--- src/rtl/keccak_job_scheduler.sv ---
`default_nettype none
// ============================================================================
// Module      : keccak_job_scheduler
// Description : Shares one keccak_top core between NREQ 64-bit message
//               streams. Grants whole messages round-robin, streams the
//               granted message into the core, forwards the digest words
//               tagged with the requester id, then pulses the core reset.
// Revision    : 1.0 - initial release
// ============================================================================
module keccak_job_scheduler #(
  parameter int NREQ    = 4,
  parameter int HS      = 512,
  parameter int TIMEOUT = 4096
) (
  input  logic               clk,
  input  logic               reset,
  input  logic [NREQ-1:0]    req_valid,
  input  logic [NREQ*64-1:0] req_data,
  input  logic [NREQ-1:0]    req_last,
  output logic [NREQ-1:0]    req_ready,
  output logic               core_rst,
  output logic               core_src_ready,
  input  logic               core_src_read,
  output logic [63:0]        core_din,
  output logic               core_dst_ready,
  input  logic               core_dst_write,
  input  logic [63:0]        core_dout,
  output logic               res_valid,
  output logic [63:0]        res_data,
  output logic [2:0]         res_id,
  output logic               res_last,
  input  logic               res_ready,
  output logic               busy,
  output logic               err
);

  localparam int c_OUT_WORDS = HS / 64;
  localparam int c_PW        = $clog2(NREQ);
  localparam int c_WW        = $clog2(c_OUT_WORDS);
  localparam int c_TW        = $clog2(TIMEOUT);

  typedef enum logic [1:0] {
    S_IDLE    = 2'd0,
    S_FEED    = 2'd1,
    S_COLLECT = 2'd2,
    S_FLUSH   = 2'd3
  } state_t;

  state_t            r_state, w_state_nxt;
  logic [c_PW-1:0]   r_ptr, w_ptr_nxt;
  logic [c_PW-1:0]   r_grant, w_grant_nxt;
  logic [c_WW-1:0]   r_wcnt, w_wcnt_nxt;
  logic [c_TW-1:0]   r_tcnt, w_tcnt_nxt;
  logic              r_fcnt, w_fcnt_nxt;

  logic [63:0]       w_words [NREQ];
  logic [c_PW-1:0]   w_sel;
  logic [c_PW-1:0]   w_idx;
  logic              w_any;
  logic              w_feed_acc;
  logic              w_res_acc;

  // Per-requester views of the packed data bus
  for (genvar g = 0; g < NREQ; g++) begin : g_unpack
    assign w_words[g] = req_data[64*g +: 64];
  end

  // Round-robin pick: first valid requester after the last one served
  always_comb begin
    w_sel = r_ptr;
    w_idx = r_ptr;
    w_any = 1'b0;
    for (int k = 1; k <= NREQ; k++) begin
      w_idx = c_PW'((int'(r_ptr) + k) % NREQ);
      if (!w_any && req_valid[w_idx]) begin
        w_any = 1'b1;
        w_sel = w_idx;
      end
    end
  end

  // Next-state and output decode
  always_comb begin
    w_state_nxt    = r_state;
    w_ptr_nxt      = r_ptr;
    w_grant_nxt    = r_grant;
    w_wcnt_nxt     = r_wcnt;
    w_tcnt_nxt     = r_tcnt;
    w_fcnt_nxt     = r_fcnt;
    w_feed_acc     = 1'b0;
    w_res_acc      = 1'b0;
    req_ready      = '0;
    core_rst       = reset;
    core_src_ready = 1'b1;
    core_din       = w_words[r_grant];
    core_dst_ready = 1'b1;
    res_valid      = 1'b0;
    res_data       = core_dout;
    res_id         = 3'(r_grant);
    res_last       = 1'b0;
    busy           = (r_state != S_IDLE);
    err            = 1'b0;

    case (r_state)
      S_IDLE: begin
        if (w_any) begin
          w_grant_nxt = w_sel;
          w_state_nxt = S_FEED;
        end
      end

      S_FEED: begin
        // Core src_ready is active-low: 0 means din carries a word
        core_src_ready     = ~req_valid[r_grant];
        w_feed_acc         = core_src_read & req_valid[r_grant];
        req_ready[r_grant] = w_feed_acc;
        if (w_feed_acc && req_last[r_grant]) begin
          w_state_nxt = S_COLLECT;
          w_wcnt_nxt  = '0;
          w_tcnt_nxt  = '0;
        end
      end

      S_COLLECT: begin
        // Core holds dst_write while dst_ready stays high, so backpressure is lossless
        core_dst_ready = ~res_ready;
        res_valid      = core_dst_write;
        res_last       = core_dst_write & (r_wcnt == c_WW'(c_OUT_WORDS - 1));
        w_res_acc      = core_dst_write & res_ready;
        if (w_res_acc) begin
          w_wcnt_nxt = r_wcnt + 1'b1;
          w_tcnt_nxt = '0;
          if (r_wcnt == c_WW'(c_OUT_WORDS - 1)) begin
            w_ptr_nxt   = r_grant;
            w_fcnt_nxt  = 1'b0;
            w_state_nxt = S_FLUSH;
          end
        end else if (r_tcnt == c_TW'(TIMEOUT - 1)) begin
          // Abort: words already delivered stay delivered, no res_last
          err         = 1'b1;
          w_ptr_nxt   = r_grant;
          w_fcnt_nxt  = 1'b0;
          w_state_nxt = S_FLUSH;
        end else begin
          w_tcnt_nxt = r_tcnt + 1'b1;
        end
      end

      S_FLUSH: begin
        // Two-cycle core reset before the next job
        core_rst = 1'b1;
        if (r_fcnt) begin
          w_fcnt_nxt  = 1'b0;
          w_state_nxt = S_IDLE;
        end else begin
          w_fcnt_nxt = 1'b1;
        end
      end

      default: w_state_nxt = S_IDLE;
    endcase
  end

  // State and counter registers
  always_ff @(posedge clk) begin
    if (reset) begin
      r_state <= S_IDLE;
      r_ptr   <= c_PW'(NREQ - 1);
      r_grant <= '0;
      r_wcnt  <= '0;
      r_tcnt  <= '0;
      r_fcnt  <= 1'b0;
    end else begin
      r_state <= w_state_nxt;
      r_ptr   <= w_ptr_nxt;
      r_grant <= w_grant_nxt;
      r_wcnt  <= w_wcnt_nxt;
      r_tcnt  <= w_tcnt_nxt;
      r_fcnt  <= w_fcnt_nxt;
    end
  end

endmodule
`default_nettype wire

--- config.mk ---
export PLATFORM = sky130hd
export DESIGN_NAME = keccak_job_scheduler
export DESIGN_NICKNAME = d
export VERILOG_FILES = /design/src/rtl/keccak_job_scheduler.sv
export SDC_FILE = /design/constraint.sdc
export NUM_CORES = 1
export LEC_CHECK = 0
export CAP_MARGIN = 20
export CORE_AREA = 2 2 182 184
export CTS_CLUSTER_SIZE = 12
export DETAILED_ROUTE_END_ITERATION = 8
export DIE_AREA = 0 0 184 186
export GPL_TIMING_DRIVEN = 1
export MAX_ROUTING_LAYER = met4
export PLACE_DENSITY_LB_ADDON = 0.25
export SLEW_MARGIN = 20
export SYNTH_ARGS = -nofsm -noshare
export SYNTH_HDL_FRONTEND = slang
export SYNTH_SLANG_ARGS = --single-unit
--- constraint.sdc ---
create_clock -name clk -period 2.7 [get_ports clk]
set_input_delay 0.27 -clock clk [delete_from_list [all_inputs] [get_ports clk]]
set_output_delay 0.27 -clock clk [all_outputs]
set_load 0.03 [all_outputs]
* After elaboration in Yosys (flattened, before gate mapping)
Cells that the tools add are included.
** Operators by class
- $add $sub $neg :: 6
- $lt $le $gt $ge :: 7
- Equality and inequality tests :: 13
- Mux-type cells :: 56
- Bitwise gates (word level) :: 7
- Reductions and logical operators :: 19
** Operators by type and width (number)
- binary-select mux 64 bit (select 2 bit) :: 1
- 2-to-1 mux 64 bit :: 2
- 2-to-1 mux 12 bit :: 3
- 2-to-1 mux 2 bit :: 13
- one-hot mux 12 bit (2 select lines) :: 1
- 2-to-1 mux 1 bit :: 23
- < comparator 2 x 3 -> 1 bit (second input constant) :: 5
- adder 12 x 1 -> 12 bit (second input constant) :: 1
- binary-select mux 1 bit (select 2 bit) :: 6
- equality test 12 bit (second input constant) :: 1
- AND reduction 3 bit :: 4
- != test 2 bit (second input constant) :: 5
- != test 3 bit (second input constant) :: 3
- one-hot mux 2 bit (4 select lines) :: 1
- nonzero test 2 bit :: 4
- 2-to-1 mux 3 bit :: 2
- one-hot mux 3 bit (2 select lines) :: 1
- logical AND 1 bit :: 5
- AND reduction 5 bit :: 1
- adder 2 x 1 -> 2 bit (second input constant) :: 2
- adder 2 bit (second input constant) :: 2
- AND 4 bit :: 1
- equality test 2 bit (second input constant) :: 2
- 2-to-1 mux 4 bit :: 1
- 13 further kinds :: 18
** Word-level totals
- Register bits :: 22
- Output and inout bits :: 142
- Logic and storage cells :: 114

* Logic depth before layout (Yosys ltp)
- Depth after elaboration :: 15
- Gate-level depth with buffers :: 8
- Mapped depth without buffers :: 7

* Least setup slack after synthesis
No wires, ideal clock.
- Path kind :: register -> output
- Start point :: register r_grant[1]
- End point :: output port req_ready[2]
- Arrival time :: 1.948 ns
- Data required time :: 2.430 ns
- Path slack :: 0.482 ns
- Cell stages (with the launch flop) :: 6
- Path buffers :: 1
- Path through :: dfxtp_1 buf_6 mux4_2 and2_4 nand2_1 nor3b_1
** On the way
- Cells in the longest elaborated chain, start to end :: 6
** Ends and longest elaborated chain
- start, declared :: line 51 : logic [c_PW-1:0] r_grant, w_grant_nxt;
- start signal, assigned :: line 176 : r_grant <= w_grant_nxt;
- < comparator 2 x 3 -> 1 bit (implied by the code) or >= comparator 2 x 1 -> 1 bit (tied branches) :: line 116 : req_ready[r_grant] = w_feed_acc;
- logical AND 1 bit (implied by the code) :: line 116
- 2-to-1 mux 1 bit (implied by the code) :: line 116
- demux 1 bit (select 2 bit) :: line 116
- AND 4 bit (no source line) (*)
- 2-to-1 mux 4 bit (*) :: line 104 : case (r_state)
- end, declared :: line 20 : output logic [NREQ-1:0] req_ready,
Mark *: on every way between the ends. The rest lies on a longest branch, timed or not. The select of a mux whose other input is x is not followed.

* Worst setup path after layout
- Start point :: register r_grant[1]
- End point :: output port req_ready[3]
The elaborated chain is that of the path after synthesis.

==> flow_summary_export.csv <==
group,metric,value,unit
yosys,synth_seq_cells,22,
drt,via_per_inst,3.89,
clock_network,clkLatencyLatePin,0.27,ns
drt,drtIter0Drc,130,
final_layout,multiInputGateArea,2430,um^2
floorplanning,coreArea,32200,um^2
floorplanning,num_rows,66,
sta,setup_viol,0,
sta,final-max-slew-violation-count,0,
final_layout,fill_cells,3517,
pwr,peakVddDrop,0.000276,V
floorplanning,die_h,186,um
floorplanning,die_area,34200,um^2
grt,grt_pass1_vias,4059,
grt,overflow,0,
place,finalWeightedCongestion,0.898,
drt,wl,22600,um
sta,fin_worst_skew,0.00416,ns
sta,fin_crit_sh,95.2,%
floorplanning,num_io_pins,475,
yosys,yosysSeqAreaShare,12.6,%
drt,via_count,3980,
worst_setup_path,required,2.43,ns
clock_network,cts.sinks,22,
sta,rsz0062_at_grt,"false",
worst_hold_path,whs_endpoint,"r_wcnt[1]",
clock_network,cts.path.max_buffers,2,
job,drv_cap,0,
worst_setup_path,rr_worst_depth,6,
grt,antenna_found_initial,2,
sta,tightest_slew,0.532,ns
clock_network,root_buffer,"clkbuf_16",
worst_setup_path,end_kind,"primary output",
floorplanning,start_util,10.9,%
drt,drc_errors,0,
sta,max_freq,0.389,GHz
yosys,ys_types,48,
sta,period_minus_slack,2.57,ns
final_layout,layout-drive-gt1-share,17.3,%
final_layout,final_nets,955,
pwr,p_leak,2.40,nW
worst_hold_path,hold_path.class,"reg2reg",
yosys,yosysTopAreaCellShare,41.9,%
worst_setup_path,r2r_end,"r_state[0]",
grt,grt_pass1_wl,30300,um
grt,grt_max_degree,26,
worst_setup_path,path_cells,"mux4_2 > and2_4 > and4_1 > clkdlybuf4s50_1",
worst_setup_path,crit_fanout,11,
yosys,synthTopCellsByArea,"mux4_2 42%, buf_4 14%, dfxtp_1 13%",
yosys,async_flop_share,0,%
drt,ant_nets,0,
pwr,p_per_area,692,nW/um^2
yosys,synth_warnings,0,
worst_setup_path,critPathSlowestCell,"clkdlybuf4s50_1",
worst_setup_path,rrSetupSlack,0.66,ns
yosys,ys_top_cells_by_count,"65 x buf_4, 65 x mux4_2, 22 x dfxtp_1",
sta,hold_viol,0,
place,dpl.hpwl,20000,um
clock_network,cts_tree,"built",
worst_setup_path,r2r_start,"r_tcnt[0]",
worst_setup_path,path_class,"reg2out",
yosys,yosysTopAreaCell,"mux4_2",
yosys,synthesis.area,3500,um^2
final_layout,seqCellArea,448,um^2
yosys,syn_nets,671,
pwr,p_total,0.00495,W
outcome,status,"completed",
worst_hold_path,min_path_cells,2,
worst_setup_path,arrival,2.30,ns
sta,hold_ws,0.485,ns
clock_network,clkTransAtPathRegs,0.07,ns
place,port_buffers,345,
worst_setup_path,critPathLaunchType,"register",
drt,drt-wirelength-per-cell,22.1,um
grt,gr-usage-all-layers,12.8,%
sta,relSlewSlack,64.2,%
yosys,synth_flop_cell,"dfxtp_1",
clock_network,h-tree-depth,1,
drt,drt_pass1_iterations,6,
sta,tns,0,ns
worst_setup_path,cp_slowest_stage_delay,0.60,ns
yosys,postSynthCellCount,331,
yosys,syn_area_per_cell,10.6,um^2
final_layout,areaGrowthSynthToFinish,105,%
worst_hold_path,hold_path.startpoint,"r_wcnt[1]",
yosys,synth_edf_count,0,
floorplanning,die_w,184,um
clock_network,cts_buffers,3,
==> flip-flops by register name, summed over array words and instances, names as in the netlist <==
signal,count
r_tcnt,12
r_wcnt,3
r_grant,2
r_ptr,2
r_state,2
r_fcnt,1
==> metrics by stage <==
stage / cells / worst slack (ns) / instance area, um^2 / util [%]
after floorplan: 331 / 0.482 / 3500 / -
after global placement: 1018 / 0.172 / 7040 / 21.9
after detailed placement: 1018 / 0.165 / 7040 / 21.9
after CTS: 1022 / 0.0603 / 7140 / 22.2
after global routing: 1024 / 0.0170 / 7150 / 22.2
final: 1024 / 0.131 / 7150 / 22.2
==> cells in the final DEF, fill, tap and decap left out, types with 6 or more instances in the layout <==
master           Yosys  routed
a21oi_1             11      11
buf_4               65      26
clkdlybuf4s50_1      0     338
dfxtp_1             22      20
ha_1                 7       7
inv_1               11      11
mux2i_1              6       6
mux4_2              65      65
nand2_1             10      10
nand2b_1             9       9
nand3_1              9       9
nand4_1              7       7
nor2_1               9       9
nor3_1               9       9
o21ai_0             16      16
==> where the power goes <==
| group | internal, W | switching, W | leakage, nW |
|---|---|---|---|
| Sequential | 0.000363 | 0.000101 | 0.180 |
| Clock | 0.000258 | 0.000146 | 0.0493 |
| Combinational | 0.00203 | 0.00205 | 2.17 |
==> repair_timing <==
item,CTS,global route
gates resized for setup,0,1
endpoints found under the setup margin,0,1
hold buffers,0,0
setup buffers,0,0
==> routing by layer <==
layer / share of wire, % / vias to the layer above / track usage (%) / routed length [um]
li1: - / 1818 / - / -
met1: 41 / 1934 / 15.0 / 9370
met2: 45 / 223 / 19.7 / 10200
met3: 13 / 5 / 6.75 / 2910
met4: 0.54 / 0 / 1.89 / 121
met5: 0 / - / - / 0
==> worst max-delay path, delay by kind of cell (launching register included) <==
family	cells	cell delay (ns)
mux	1	0.56
simple gates	2	0.39
buf+inv	1	0.60
flops	1	0.47
==> layout make-up <==
type	instances	share of cell area, %
tap	408	7.14
clock buffer	4	1.40
multi-input combinational	211	33.9
inverter	11	0.578
sequential	22	6.27
timing repair buffer	366	50.6
antenna	2	0.0700
==> worst max-delay path by stage <==
stage	depth (start not counted)	from	slack, ns	endpoint
after floorplan	5	r_grant[1]	0.48	req_ready[2]
after global placement	5	req_valid[1]	0.17	req_ready[3]
after detailed placement	5	req_valid[1]	0.16	req_ready[3]
after CTS	3	r_grant[0]	0.06	core_din[31]
after global routing	3	r_grant[0]	0.02	core_din[42]
final	4	r_grant[1]	0.13	req_ready[3]
==> cell families (layout without fill, tap and decap cells) <==
kind of cell	after synthesis	in the layout	synth area share (%)
AO/OA/AOI/OAI	56	56	10.9
AND/OR/NAND/NOR	76	76	12.2
other	1	3	0.107
multiplexers	71	71	43.6
buffers and inverters	98	381	18.0
flip-flops	22	22	12.6
adder cells (fa/ha/maj)	7	7	2.51
Power figures use the tool's default switching activity.
